===== src/rtl/regfile_wb_arbiter_pkg.sv =====
// Shared widths and types for the register-file write-back arbiter.
package regfile_wb_pkg;

   localparam int REG_ID_W = 4;
   localparam int DATA_W   = 16;

   typedef struct packed {
      logic [REG_ID_W-1:0] reg_id;
      logic [DATA_W-1:0]   data;
   } wb_req_t;

   typedef enum logic {
      SRC_A = 1'b0,
      SRC_B = 1'b1
   } src_t;

   // One queued entry hazards a read when it is valid and targets the same register.
   function automatic logic id_match(input logic [REG_ID_W-1:0] slot_id,
                                     input logic [REG_ID_W-1:0] rd_id,
                                     input logic                slot_vld);
      return slot_vld & (slot_id == rd_id);
   endfunction

endpackage


===== src/rtl/regfile_wb_arbiter_if.sv =====
// Bus bundle for regfile_wb_arbiter: two write sources, the register-file write port,
// the decode-stage read IDs and the status outputs.
interface regfile_wb_arbiter_if;
   import regfile_wb_pkg::*;

   logic                a_valid;
   logic [REG_ID_W-1:0] a_reg;
   logic [DATA_W-1:0]   a_data;
   logic                a_ready;
   logic                b_valid;
   logic [REG_ID_W-1:0] b_reg;
   logic [DATA_W-1:0]   b_data;
   logic                b_ready;
   logic                wr_en;
   logic [REG_ID_W-1:0] wr_reg;
   logic [DATA_W-1:0]   wr_data;
   logic [REG_ID_W-1:0] rd_reg1;
   logic [REG_ID_W-1:0] rd_reg2;
   logic                rd_stall;
   logic                busy;

   modport master (
      output a_valid, a_reg, a_data, b_valid, b_reg, b_data, rd_reg1, rd_reg2,
      input  a_ready, b_ready, wr_en, wr_reg, wr_data, rd_stall, busy
   );

   modport slave (
      input  a_valid, a_reg, a_data, b_valid, b_reg, b_data, rd_reg1, rd_reg2,
      output a_ready, b_ready, wr_en, wr_reg, wr_data, rd_stall, busy
   );

endinterface


===== src/rtl/regfile_wb_arbiter_wb_fifo.sv =====
// Per-source write-request FIFO; exposes its head, occupancy and a flattened view of
// the destination IDs of all valid slots for the read-hazard scoreboard.
module wb_fifo
   import regfile_wb_pkg::*;
#(
   parameter int DEPTH = 2
) (
   input  logic                      clk,
   input  logic                      rst,
   input  logic                      push_i,
   input  wb_req_t                   push_req_i,
   input  logic                      pop_i,
   output wb_req_t                   head_o,
   output logic [$clog2(DEPTH):0]    count_o,
   output logic                      full_o,
   output logic                      empty_o,
   output logic [DEPTH-1:0]          slot_vld_o,
   output logic [DEPTH*REG_ID_W-1:0] slot_reg_o
);

   localparam int PTR_W = $clog2(DEPTH);
   localparam int CNT_W = PTR_W + 1;
   localparam logic [CNT_W-1:0] FULL_CNT = CNT_W'(DEPTH);
   localparam logic [CNT_W-1:0] CNT_ONE  = CNT_W'(1);

   wb_req_t          mem_q [DEPTH];
   logic [DEPTH-1:0] vld_q, vld_d;
   logic [PTR_W-1:0] wr_ptr_q, wr_ptr_d;
   logic [PTR_W-1:0] rd_ptr_q, rd_ptr_d;
   logic [CNT_W-1:0] count_q, count_d;
   logic             push_s;
   logic             pop_s;

   // Fullness is judged on the registered count, so a pop on the same edge never frees room.
   assign push_s = push_i & ~full_o;
   assign pop_s  = pop_i & ~empty_o;

   // Pointer, slot-valid and occupancy next state.
   always_comb begin
      rd_ptr_d = rd_ptr_q;
      wr_ptr_d = wr_ptr_q;
      vld_d    = vld_q;
      if (pop_s) begin
         vld_d[rd_ptr_q] = 1'b0;
         rd_ptr_d        = rd_ptr_q + 1'b1;
      end else begin
         rd_ptr_d = rd_ptr_q;
      end
      if (push_s) begin
         vld_d[wr_ptr_q] = 1'b1;
         wr_ptr_d        = wr_ptr_q + 1'b1;
      end else begin
         wr_ptr_d = wr_ptr_q;
      end
      case ({push_s, pop_s})
         2'b10:   count_d = count_q + CNT_ONE;
         2'b01:   count_d = count_q - CNT_ONE;
         default: count_d = count_q;
      endcase
   end

   // Control state registers.
   always_ff @(posedge clk or negedge rst) begin
      if (!rst) begin
         vld_q    <= {DEPTH{1'b0}};
         wr_ptr_q <= {PTR_W{1'b0}};
         rd_ptr_q <= {PTR_W{1'b0}};
         count_q  <= {CNT_W{1'b0}};
      end else begin
         vld_q    <= vld_d;
         wr_ptr_q <= wr_ptr_d;
         rd_ptr_q <= rd_ptr_d;
         count_q  <= count_d;
      end
   end

   // Entry storage.
   always_ff @(posedge clk or negedge rst) begin
      if (!rst) begin
         for (int i = 0; i < DEPTH; i++) begin
            mem_q[i] <= '{reg_id: {REG_ID_W{1'b0}}, data: {DATA_W{1'b0}}};
         end
      end else if (push_s) begin
         mem_q[wr_ptr_q] <= push_req_i;
      end else begin
         mem_q <= mem_q;
      end
   end

   // Flatten slot destination IDs for the scoreboard.
   always_comb begin
      slot_reg_o = {(DEPTH*REG_ID_W){1'b0}};
      for (int i = 0; i < DEPTH; i++) begin
         slot_reg_o[i*REG_ID_W +: REG_ID_W] = mem_q[i].reg_id;
      end
   end

   assign head_o     = mem_q[rd_ptr_q];
   assign count_o    = count_q;
   assign full_o     = (count_q == FULL_CNT);
   assign empty_o    = (count_q == {CNT_W{1'b0}});
   assign slot_vld_o = vld_q;

endmodule


===== src/rtl/regfile_wb_arbiter.sv =====
// Round-robin write-back arbiter in front of the register file's single write port.
// Define RFWB_SCOREBOARD_EN to build the read-hazard stall; otherwise rd_stall is tied low.
module regfile_wb_arbiter
   import regfile_wb_pkg::*;
#(
   parameter int DEPTH = 2
) (
   input  logic               clk,
   input  logic               rst,
   regfile_wb_arbiter_if.slave bus
);

   wb_req_t                   a_req_s, b_req_s;
   wb_req_t                   a_head_s, b_head_s;
   logic [$clog2(DEPTH):0]    a_count_s, b_count_s;
   logic                      a_full_s, b_full_s;
   logic                      a_empty_s, b_empty_s;
   logic [DEPTH-1:0]          a_slot_vld_s, b_slot_vld_s;
   logic [DEPTH*REG_ID_W-1:0] a_slot_reg_s, b_slot_reg_s;
   logic                      a_push_s, b_push_s;
   logic                      pop_a_s, pop_b_s;
   logic                      stall_s;

   src_t    last_grant_q, last_grant_d;
   logic    wr_en_q, wr_en_d;
   wb_req_t wr_req_q, wr_req_d;

   assign a_req_s  = {bus.a_reg, bus.a_data};
   assign b_req_s  = {bus.b_reg, bus.b_data};
   assign a_push_s = bus.a_valid & ~a_full_s;
   assign b_push_s = bus.b_valid & ~b_full_s;

   wb_fifo #(.DEPTH(DEPTH)) u_fifo_a (
      .clk        (clk),
      .rst        (rst),
      .push_i     (a_push_s),
      .push_req_i (a_req_s),
      .pop_i      (pop_a_s),
      .head_o     (a_head_s),
      .count_o    (a_count_s),
      .full_o     (a_full_s),
      .empty_o    (a_empty_s),
      .slot_vld_o (a_slot_vld_s),
      .slot_reg_o (a_slot_reg_s)
   );

   wb_fifo #(.DEPTH(DEPTH)) u_fifo_b (
      .clk        (clk),
      .rst        (rst),
      .push_i     (b_push_s),
      .push_req_i (b_req_s),
      .pop_i      (pop_b_s),
      .head_o     (b_head_s),
      .count_o    (b_count_s),
      .full_o     (b_full_s),
      .empty_o    (b_empty_s),
      .slot_vld_o (b_slot_vld_s),
      .slot_reg_o (b_slot_reg_s)
   );

   // Grant selection: a lone requester wins; on a tie the source not granted last wins.
   always_comb begin
      pop_a_s = 1'b0;
      pop_b_s = 1'b0;
      if (!a_empty_s && (b_empty_s || (last_grant_q == SRC_B))) begin
         pop_a_s = 1'b1;
      end else if (!b_empty_s) begin
         pop_b_s = 1'b1;
      end else begin
         pop_a_s = 1'b0;
         pop_b_s = 1'b0;
      end
   end

   // Output stage and grant history next state; wr_reg/wr_data hold when idle.
   always_comb begin
      last_grant_d = last_grant_q;
      wr_req_d     = wr_req_q;
      wr_en_d      = 1'b0;
      if (pop_a_s) begin
         last_grant_d = SRC_A;
         wr_req_d     = a_head_s;
         wr_en_d      = 1'b1;
      end else if (pop_b_s) begin
         last_grant_d = SRC_B;
         wr_req_d     = b_head_s;
         wr_en_d      = 1'b1;
      end else begin
         wr_en_d = 1'b0;
      end
   end

   // Output register and grant history.
   always_ff @(posedge clk or negedge rst) begin
      if (!rst) begin
         last_grant_q <= SRC_B;
         wr_en_q      <= 1'b0;
         wr_req_q     <= '{reg_id: {REG_ID_W{1'b0}}, data: {DATA_W{1'b0}}};
      end else begin
         last_grant_q <= last_grant_d;
         wr_en_q      <= wr_en_d;
         wr_req_q     <= wr_req_d;
      end
   end

`ifdef RFWB_SCOREBOARD_EN
   // Output register excluded: the register file forwards DstData to a same-cycle read.
   always_comb begin
      stall_s = 1'b0;
      for (int i = 0; i < DEPTH; i++) begin
         stall_s = stall_s
                 | id_match(a_slot_reg_s[i*REG_ID_W +: REG_ID_W], bus.rd_reg1, a_slot_vld_s[i])
                 | id_match(a_slot_reg_s[i*REG_ID_W +: REG_ID_W], bus.rd_reg2, a_slot_vld_s[i])
                 | id_match(b_slot_reg_s[i*REG_ID_W +: REG_ID_W], bus.rd_reg1, b_slot_vld_s[i])
                 | id_match(b_slot_reg_s[i*REG_ID_W +: REG_ID_W], bus.rd_reg2, b_slot_vld_s[i]);
      end
   end

   logic unused_cnt_s;
   assign unused_cnt_s = ^{a_count_s, b_count_s};
`else
   assign stall_s = 1'b0;

   logic unused_sb_s;
   assign unused_sb_s = ^{a_count_s, b_count_s, a_slot_vld_s, b_slot_vld_s,
                          a_slot_reg_s, b_slot_reg_s, bus.rd_reg1, bus.rd_reg2};
`endif

   assign bus.a_ready  = ~a_full_s;
   assign bus.b_ready  = ~b_full_s;
   assign bus.wr_en    = wr_en_q;
   assign bus.wr_reg   = wr_req_q.reg_id;
   assign bus.wr_data  = wr_req_q.data;
   assign bus.rd_stall = stall_s;
   assign bus.busy     = ~a_empty_s | ~b_empty_s | wr_en_q;

endmodule


===== src/flat_wrapper.sv =====
// flat-port wrapper written by rule: the top's interface ports become plain ports
module regfile_wb_arbiter_flat import regfile_wb_pkg::*;
#(
   parameter int DEPTH = 2
)
  (clk, rst, bus_a_valid, bus_a_reg, bus_a_data, bus_b_valid, bus_b_reg, bus_b_data, bus_rd_reg1, bus_rd_reg2, bus_a_ready, bus_b_ready, bus_wr_en, bus_wr_reg, bus_wr_data, bus_rd_stall, bus_busy);
  regfile_wb_arbiter_if bus_i ();
  input  logic clk;
  input  logic rst;
  input wire logic [$bits(bus_i.a_valid)-1:0] bus_a_valid;
  input wire logic [$bits(bus_i.a_reg)-1:0] bus_a_reg;
  input wire logic [$bits(bus_i.a_data)-1:0] bus_a_data;
  input wire logic [$bits(bus_i.b_valid)-1:0] bus_b_valid;
  input wire logic [$bits(bus_i.b_reg)-1:0] bus_b_reg;
  input wire logic [$bits(bus_i.b_data)-1:0] bus_b_data;
  input wire logic [$bits(bus_i.rd_reg1)-1:0] bus_rd_reg1;
  input wire logic [$bits(bus_i.rd_reg2)-1:0] bus_rd_reg2;
  output wire logic [$bits(bus_i.a_ready)-1:0] bus_a_ready;
  output wire logic [$bits(bus_i.b_ready)-1:0] bus_b_ready;
  output wire logic [$bits(bus_i.wr_en)-1:0] bus_wr_en;
  output wire logic [$bits(bus_i.wr_reg)-1:0] bus_wr_reg;
  output wire logic [$bits(bus_i.wr_data)-1:0] bus_wr_data;
  output wire logic [$bits(bus_i.rd_stall)-1:0] bus_rd_stall;
  output wire logic [$bits(bus_i.busy)-1:0] bus_busy;
  assign bus_i.a_valid = bus_a_valid;
  assign bus_i.a_reg = bus_a_reg;
  assign bus_i.a_data = bus_a_data;
  assign bus_i.b_valid = bus_b_valid;
  assign bus_i.b_reg = bus_b_reg;
  assign bus_i.b_data = bus_b_data;
  assign bus_i.rd_reg1 = bus_rd_reg1;
  assign bus_i.rd_reg2 = bus_rd_reg2;
  assign bus_a_ready = bus_i.a_ready;
  assign bus_b_ready = bus_i.b_ready;
  assign bus_wr_en = bus_i.wr_en;
  assign bus_wr_reg = bus_i.wr_reg;
  assign bus_wr_data = bus_i.wr_data;
  assign bus_rd_stall = bus_i.rd_stall;
  assign bus_busy = bus_i.busy;
  regfile_wb_arbiter #(.DEPTH(DEPTH)) u_core (.clk(clk), .rst(rst), .bus(bus_i));
endmodule

===== config.mk =====
export PLATFORM = sky130hd
export DESIGN_NAME = regfile_wb_arbiter_flat
export DESIGN_NICKNAME = d
export VERILOG_FILES = /design/src/rtl/regfile_wb_arbiter_pkg.sv /design/src/rtl/regfile_wb_arbiter_if.sv /design/src/rtl/regfile_wb_arbiter_wb_fifo.sv /design/src/rtl/regfile_wb_arbiter.sv /design/src/flat_wrapper.sv
export SDC_FILE = /design/constraint.sdc
export NUM_CORES = 1
export LEC_CHECK = 0
export CAP_MARGIN = 20
export CORE_ASPECT_RATIO = 1.2
export CORE_MARGIN = 4
export CORE_UTILIZATION = 50
export CTS_BUF_LIST = sky130_fd_sc_hd__clkbuf_4 sky130_fd_sc_hd__clkbuf_8
export CTS_CLUSTER_DIAMETER = 150
export DETAILED_ROUTE_END_ITERATION = 7
export PLACE_DENSITY = 0.82
export SYNTH_ARGS = -nofsm -noshare
export SYNTH_HDL_FRONTEND = slang
export SYNTH_SLANG_ARGS = --single-unit

===== constraint.sdc =====
create_clock -name clk -period 3.08 [get_ports clk]
set_input_delay 0.77 -clock clk [delete_from_list [all_inputs] [get_ports clk]]
set_output_delay 0.77 -clock clk [all_outputs]
set_load 0.02 [all_outputs]

==> results of run 1 <==
==> power by group <==
part | internal [mW] | switching (mW) | total [mW]
Sequential | 2.22 | 0.488 | 2.71
Clock | 0.636 | 0.443 | 1.08
Combinational | 1.58 | 1.34 | 2.92
==> placed cells by master (no fill, tap or decap), drive strengths merged, types with 3 or more instances in the layout <==
| cell | instances |
|---|---|
| nand2 | 16 |
| dfrtp | 109 |
| inv | 3 |
| nor2 | 10 |
| mux2i | 34 |
| nand2b | 3 |
| mux2 | 86 |
| a311oi | 6 |
| bufinv | 4 |
| clkdlybuf4s50 | 66 |
| buf | 11 |
| clkbuf | 10 |
| xnor2 | 8 |
| nor3 | 7 |
| o221ai | 14 |
==> final cells by class <==
class / instances / area, sq um
tap: 120 / 150
multi-input combinational: 198 / 1870
inverter: 3 / 11.3
clock buffer: 10 / 138
sequential: 110 / 2750
clock inverter: 4 / 120
fill: 674 / 3370
timing repair buffer: 77 / 768
==> logic make-up (layout without fill, tap and decap cells) <==
group / after synthesis / in the layout / share of synthesized area (%)
mux: 120 / 120 / 27.3
xor+xnor: 10 / 10 / 1.83
compound gates: 23 / 23 / 4.86
buf+inv: 23 / 94 / 3.42
fa+ha+maj: 2 / 2 / 0.523
simple gates: 42 / 42 / 4.42
flops: 110 / 110 / 57.5
other cells: 1 / 1 / 0.0783
==> final timing paths <==
path | cells past startpoint | start | end
worst max-delay path | 3 | u_core.u_fifo_a.count_o[1]$_DFFE_PN0P_ | bus_busy
worst min-delay path | 1 | rst | u_core.u_fifo_b.mem_q[6]$_DFFE_PN0P_
worst max register to register | 6 | u_core.u_fifo_a.count_o[0]$_DFFE_PN0P_ | u_core.u_fifo_a.count_o[1]$_DFFE_PN0P_
worst min register to register | 1 | u_core.u_fifo_a.wr_ptr_q$_DFFE_PN0N_ | u_core.u_fifo_a.wr_ptr_q$_DFFE_PN0N_
max in group asynchronous | 2 | rst | u_core.u_fifo_a.mem_q[25]$_DFFE_PN0P_
min in group clk | 1 | u_core.u_fifo_a.wr_ptr_q$_DFFE_PN0N_ | u_core.u_fifo_a.wr_ptr_q$_DFFE_PN0N_
==> layer usage <==
layer / share of wire (%) / up-vias / global-route usage (%)
met5: 0 / - / 0
met4: 2.2 / 0 / 7.29
met3: 3.3 / 16 / 2.91
li1: - / 1317 / -
met2: 48 / 63 / 29.1
met1: 46 / 1446 / 23.8
==> stage by stage <==
stage	util, %	instance area (sq um)	total power, mW	instances
2_1_floorplan	-	4790	4.80	331
3_3_place_gp	60.5	5550	5.50	508
3_5_place_dp	60.5	5550	5.67	508
4_1_cts	63.3	5810	6.76	522
5_1_grt	63.3	5810	7.13	522
6_report	63.3	5810	6.71	522
==> flow_summary.toml, run 1 <==
[outcome]
status = "completed"

[synthesis]
synth_area_sq_um = 4790
synth-seq-cells = 110
ys.flop_type = "dfrtp_1"
async_reset_ff_share_pct = 100
syn_inst = 331
yosys.cell_count.top_type = "dfrtp_1"
yosysSeqAreaShare_pct = 57.5
synthesis.nets = 385
post-synth-top-area-cell = "dfrtp_1"
synth.area.top_cells = "dfrtp_1 57%, mux2_2 19%, mux2i_1 7.1%, o221ai_1 2.6%, a311oi_2 1.9%"
synth_top_area_share_pct = 57.0
netlist_top_cells_count = "109 x dfrtp_1, 81 x mux2_2, 34 x mux2i_1"
yosysWarnings = 0
avgSynthCellArea_sq_um = 14.5
synth_cell_types = 29
synth_edf_count = 0

[power]
p_leak_nw = 2.46
ir_worst_vdd_v = 0.000791
p_per_area_nw_per_um2 = 1150

[routing]
first_pass_iters = 4
vias = 2842
via_per_inst = 5.44
drtIter0Drc = 232
postRouteAntennaNets = 0
drc = 0
wl_per_cell_microns = 18.0
wirelength_microns = 9410

[critical_path]
critPathLaunchType = "register"
cpMaxStageDelayCell = "clkdlybuf4s50_1"
slowest_delay_ns = 0.55
crit_chain = "nor4_4, nand2b_1, clkdlybuf4s50_1"
critPathRequiredTime_ns = 2.31
reg2reg_slack_ns = 1.03
setup.worst_path.end_class = "primary output"
path_buf_inv = 1
crit_fanout = 5
cp.arrival_ns = 1.79
critical_path.top_delay_family = "buffers and inverters"
crit_type = "reg2out"

[die]
ios = 77
fp.coreArea_sq_um = 9180
die_h_microns = 115
rows = 38
die_area_sq_um = 11200
die_w_microns = 97.3
initial_core_util_pct = 52.2

[clocking]
cts_resized = 0
clkTransAtPathRegs_ns = 0.09
holdBufCountCts = 0
cts_made_buffers = 9
clock-sinks = 110
clkLatencyLatePin_ns = 0.35
cts_tree = "yes"
cts-htree-levels = 3
cts_root_buf = "clkbuf_8"
cts_setup_buffers = 0
cts.path.max_buffers = 2

[sta]
slew_headroom_pct = 50.9
fmax_mhz = 390
setup_viol = 0
finalSetupTns_ns = 0
finalHoldViolCount = 0
final.setup.worst_slack_ns = 0.518
fin_skew_ns = 0.00565
fin_crit_sh_pct = 83.2
whs_ns = 0.452
worstMarginPinSlew_ns = 0.736
rsz0062_at_grt = "false"
finalMaxSlewViolations = 0
period_needed_ns = 2.56

[grt]
grt_pass1_vias = 3060
track_usage_pct = 17.7
grt_pass1_wl_microns = 15800
antenna_found_initial = 0
grt_max_degree = 53
grt_remaining_overflow = 0

[job]
maxCapViolations = 0

[placed_design]
dp_hpwl_microns = 6760
gp_congestion = 0.761
pre_cts_ws_ns = 0.634
portBuffers = 67

[hold_path]
hold_path.class = "in2async"

[finish]
finalNetCount = 453
syn_to_final_growth_pct = 21.4
n_antenna_cell = 0
drive_gt1_share_pct = 29.4
No activity file was read; power rests on OpenSTA's default activity.
==> run 2: changes to the inputs <==
--- a/config.mk
+++ b/config.mk
@@ -12,7 +12,7 @@
 export CTS_BUF_LIST = sky130_fd_sc_hd__clkbuf_4 sky130_fd_sc_hd__clkbuf_8
 export CTS_CLUSTER_DIAMETER = 150
 export DETAILED_ROUTE_END_ITERATION = 7
-export PLACE_DENSITY = 0.82
+export PLACE_DENSITY = 0.85
 export SYNTH_ARGS = -nofsm -noshare
 export SYNTH_HDL_FRONTEND = slang
 export SYNTH_SLANG_ARGS = --single-unit
==> constraint.sdc (replaced) <==
create_clock -name clk -period 2.2 [get_ports clk]
set_input_delay 0.55 -clock clk [delete_from_list [all_inputs] [get_ports clk]]
set_output_delay 0.55 -clock clk [all_outputs]
set_load 0.02 [all_outputs]
==> flow_summary.toml, run 2 (synthesis results as in run 1) <==
[power]
p_total_mw = 9.05
p_per_area_nw_per_um2 = 1570
ir_worst_vdd_v = 0.000714
p_leak_nw = 2.44

[finish]
final_common_cell = "dfrtp_1"
fin_util_pct = 62.9
n_antenna_cell = 0
drive_gt1_share_pct = 30.4
finalNetCount = 455
layout_common_cells = "106 x dfrtp_1, 81 x mux2_2, 63 x clkdlybuf4s50_1"
syn_to_final_growth_pct = 20.5

[clocking]
clock-sinks = 110
clkLatencyLatePin_ns = 0.37
clkTransAtPathRegs_ns = 0.09
cts_setup_buffers = 0
cts_made_buffers = 9
cts-htree-levels = 3
cts_tree = "yes"
cts.path.max_buffers = 2
cts_root_buf = "clkbuf_8"

[sta]
finalHoldViolCount = 0
slew_headroom_pct = 63.2
fmax_mhz = 473
period_needed_ns = 2.11
setup_viol = 0
fin_skew_ns = 0.00635
finalSetupTns_ns = 0
finalMaxSlewViolations = 0
fin_crit_sh_pct = 96.1
whs_ns = 0.125
rsz0062_at_grt = "false"
worstMarginPinSlew_ns = 0.551

[critical_path]
crit_type = "reg2out"
r2r_start = "u_core.u_fifo_a.count_o[1]$_DFFE_PN0P_"
r2r_cells = 6
critPathRequiredTime_ns = 1.65
crit_end = "bus_busy"
reg2reg_slack_ns = 0.43
setup.worst_path.end_class = "primary output"
crit_start = "u_core.u_fifo_a.count_o[1]$_DFFE_PN0P_"
r2r-end = "u_core.u_fifo_a.count_o[1]$_DFFE_PN0P_"
critPathLaunchType = "register"
crit_fanout = 5
cp.arrival_ns = 1.56

[routing]
wl_per_cell_microns = 18.0
drc = 0
vias = 2878
via_per_inst = 5.49
drtIter0Drc = 220
postRouteAntennaNets = 0
wirelength_microns = 9440
first_pass_iters = 4

[job]
maxCapViolations = 0

[die]
rows = 38
die_h_microns = 115
die_w_microns = 97.3
ios = 77
initial_core_util_pct = 52.2
die_area_sq_um = 11200
fp.coreArea_sq_um = 9180

[grt]
track_usage_pct = 17.7
antenna_found_initial = 0
grt_pass1_wl_microns = 15500
grt_pass1_vias = 3008
grt_max_degree = 43
grt_remaining_overflow = 0

[hold_path]
hold_path.class = "in2async"

[outcome]
status = "completed"

[placed_design]
portBuffers = 67
dp_hpwl_microns = 6820
gp_congestion = 0.756
[run 2: changes by cell type in the layout (fill, tap and decap cells not counted), moves of 2 or more]
cell	previous run	this run
dfrtp_1	109	106
dfrtp_2	0	3
clkdlybuf4s50_1	66	63
clkbuf_4	0	2
dlygate4sd2_1	0	3
clkinv_2	0	2
bufinv_16	4	0
buf_12	2	5
[run 2: what timing repair did]
action / CTS / global route
gates resized for setup: 5 / 1
setup endpoints to repair: 3 / 1
hold buffers: 0 / 0
[run 2: layer usage]
layer | up-vias | track usage [%] | part of all wire (%) | routed length, microns
li1 | 1329 | - | - | -
met1 | 1475 | 23.0 | 45 | 4240
met2 | 55 | 29.2 | 50 | 4690
met3 | 19 | 2.73 | 2.7 | 255
met4 | 0 | 8.96 | 2.8 | 260
met5 | - | 0 | 0 | 0
[run 2: power by group]
part           switching, mW  leakage (nW)  internal (mW)
Combinational           1.92          1.06           2.27
Sequential             0.675          1.29           3.11
Clock                  0.619        0.0889          0.453
[run 2: worst min-delay path by stage]
stage / slack, ns / startpoint / endpoint / cells past startpoint
after floorplan: 0.25 / rst / u_core.bus.wr_data[0]$_DFFE_PN0P_ / 0
after global placement: 0.47 / u_core.u_fifo_b.slot_reg_o[2]$_DFFE_PN0P_ / u_core.u_fifo_b.slot_reg_o[2]$_DFFE_PN0P_ / 1
after detailed placement: 0.48 / u_core.u_fifo_a.mem_q[13]$_DFFE_PN0P_ / u_core.u_fifo_a.mem_q[13]$_DFFE_PN0P_ / 1
after CTS: 0.12 / rst / u_core.u_fifo_b.mem_q[3]$_DFFE_PN0P_ / 1
after global routing: 0.15 / rst / u_core.u_fifo_b.mem_q[3]$_DFFE_PN0P_ / 1
final: 0.12 / rst / u_core.u_fifo_b.mem_q[3]$_DFFE_PN0P_ / 1
[run 2: cell type report]
| cell class | instances | area, sq um |
|---|---|---|
| Sequential cell | 110 | 2760 |
| Clock inverter | 2 | 10.0 |
| Fill cell | 689 | 3410 |
| Timing Repair Buffer | 79 | 817 |
| Tap cell | 120 | 150 |
| Clock buffer | 12 | 153 |
| Multi-Input combinational cell | 198 | 1870 |
| Inverter | 3 | 11.3 |
[run 2: stage by stage]
| stage | worst slack (ns) | std cells | cell area [sq um] |
|---|---|---|---|
| 2_1_floorplan | 0.438 | 331 | 4790 |
| 4_1_cts | 0.0371 | 524 | 5770 |
| 3_3_place_gp | 0.241 | 510 | 5610 |
| 6_report | 0.0862 | 524 | 5770 |
| 3_5_place_dp | 0.235 | 510 | 5610 |
| 5_1_grt | 0.00115 | 524 | 5770 |
[run 2: worst max-delay path: stages (launching register included)]
cell	delay, ns
dfrtp_2	0.47
nor4_4	0.30
nand2b_1	0.11
dlygate4sd2_1	0.33
==> run 3: changes to the inputs <==
--- a/config.mk
+++ b/config.mk
@@ -7,12 +7,12 @@
 export LEC_CHECK = 0
 export CAP_MARGIN = 20
 export CORE_ASPECT_RATIO = 1.2
-export CORE_MARGIN = 4
+export CORE_MARGIN = 2
 export CORE_UTILIZATION = 50
 export CTS_BUF_LIST = sky130_fd_sc_hd__clkbuf_4 sky130_fd_sc_hd__clkbuf_8
 export CTS_CLUSTER_DIAMETER = 150
 export DETAILED_ROUTE_END_ITERATION = 7
-export PLACE_DENSITY = 0.85
+export PLACE_DENSITY_LB_ADDON = 0.25
 export SYNTH_ARGS = -nofsm -noshare
 export SYNTH_HDL_FRONTEND = slang
 export SYNTH_SLANG_ARGS = --single-unit
==> flow_summary.toml, run 3 (synthesis results as in run 1) <==
[outcome]
status = "completed"

[critical_path]
crit_type = "reg2out"
crit_start = "u_core.u_fifo_a.count_o[1]$_DFFE_PN0P_"
cpMaxStageDelayCell = "dfrtp_2"
slowest_delay_ns = 0.46
r2r_start = "u_core.u_fifo_a.count_o[1]$_DFFE_PN0P_"
critPathRequiredTime_ns = 1.65
critPathLaunchType = "register"
reg2reg_slack_ns = 0.43
setup.worst_path.end_class = "primary output"
cp.arrival_ns = 1.56
crit_fanout = 5
crit_chain = "nor4_4, nand2b_1, dlygate4sd2_1"
r2r_cells = 6
r2r-end = "u_core.u_fifo_a.count_o[1]$_DFFE_PN0P_"

[placed_design]
gp_congestion = 0.762
portBuffers = 67
dp_hpwl_microns = 6460
placed_area_sq_um = 5610

[sta]
period_needed_ns = 2.11
slew_headroom_pct = 57.8
fin_crit_sh_pct = 95.7
worstMarginPinSlew_ns = 0.633
rsz0062_at_grt = "false"
setup_viol = 0
finalHoldViolCount = 0
finalMaxSlewViolations = 0
fmax_mhz = 475
fin_skew_ns = 0.00607
finalSetupTns_ns = 0

[clocking]
clock-sinks = 110
clkLatencyLatePin_ns = 0.36
cts-htree-levels = 3
cts.path.max_buffers = 2
cts_root_buf = "clkbuf_8"
cts_made_buffers = 9
cts_setup_buffers = 0
clkTransAtPathRegs_ns = 0.09
holdBufCountCts = 0
cts_tree = "yes"

[grt]
grt_remaining_overflow = 0
grt_pass1_wl_microns = 15100
track_usage_pct = 19.0
grt_pass1_vias = 3020
antenna_found_initial = 0
grt_max_degree = 41

[routing]
wirelength_microns = 8910
drtIter0Drc = 102
maxUsedRoutingLayer = "met4"
wl_met3_microns = 322
postRouteAntennaNets = 0
wl_met1_microns = 4190
wl_per_cell_microns = 16.8
via_per_inst = 5.38
vias = 2857
first_pass_iters = 4
wl_met2_microns = 4200
drc = 0

[power]
clkPwrFrac_pct = 12.4
p_per_area_nw_per_um2 = 1560
switching_share_pct = 34.8
p_seq_share_pct = 41.8
ir_worst_vdd_v = 0.000648
comb_power_share_pct = 45.8
internal_power_mw = 5.87
p_leak_nw = 2.45
net-switching-power_mw = 3.13

[finish]
syn_to_final_growth_pct = 20.9
finalNetCount = 458
drive_gt1_share_pct = 31.1
final_common_cell = "dfrtp_1"
layout_common_cells = "106 x dfrtp_1, 81 x mux2_2, 63 x clkdlybuf4s50_1"
final_cell_area_sq_um = 5790
fin_util_pct = 61.4
n_antenna_cell = 0

[die]
die_h_microns = 111
fp.coreArea_sq_um = 9420
ios = 77
rows = 39
initial_core_util_pct = 50.8
die_w_microns = 93.3
die_area_sq_um = 10400

[job]
maxCapViolations = 0

[hold_path]
hold_path.class = "in2async"
run 3: changes by cell type in the layout (fill, tap and decap cells not counted), sizes merged:
cell    delta
buf        +3
clkbuf     +2
clkinv     -1
run 3: power groups by stage:
stage / combinational [mW] / clock (mW) / sequential, mW
floorplan: 2.91 / 0 / 3.80
global placement: 4.06 / 0 / 3.72
detailed placement: 4.18 / 0 / 3.80
CTS: 4.18 / 1.16 / 3.76
global route: 4.49 / 1.25 / 3.91
finish: 4.12 / 1.12 / 3.76
run 3: final cells by class:
class / instances / area, sq um
fill: 784 / 3630
sequential: 110 / 2760
multi-input combinational: 198 / 1870
timing repair buffer: 82 / 815
clock buffer: 14 / 174
tap: 123 / 154
inverter: 3 / 11.3
clock inverter: 1 / 5.00
run 3: per-stage QoR:
step           setup WS (ns)  std cells  total power, mW  hold slack [ns]
2_1_floorplan          0.438        331             6.72            0.254
3_3_place_gp           0.239        516             7.78            0.466
3_5_place_dp           0.239        516             7.98            0.475
4_1_cts               0.0382        531             9.10            0.161
5_1_grt              0.00502        531             9.64            0.187
6_report              0.0942        531             9.00            0.162
run 3: layer usage:
metal | GRT usage (%) | vias up
met1 | 26.9 | 1454
met2 | 29.3 | 53
met5 | 0 | -
li1 | - | 1336
met3 | 2.65 | 14
met4 | 8.43 | 0
run 3: how the worst max path moves through the flow:
stage                                                   endpoint
final                                                   bus_busy
after global routing                                    bus_busy
after CTS                                               bus_busy
after detailed placement                                bus_busy
after global placement                                  bus_busy
after floorplan           u_core.u_fifo_a.count_o[1]$_DFFE_PN0P_
run 3: critical path: cells and delay by family (launching register included):
| kind | cells | cell delay [ns] |
|---|---|---|
| DFF | 1 | 0.46 |
| buffers and inverters | 1 | 0.32 |
| and+or+nand+nor | 2 | 0.40 |
run 3: timing repair:
item                       4_1_cts  5_1_grt
gates resized for setup          5        1
hold endpoints to repair         0        0
setup endpoints to repair        3        1
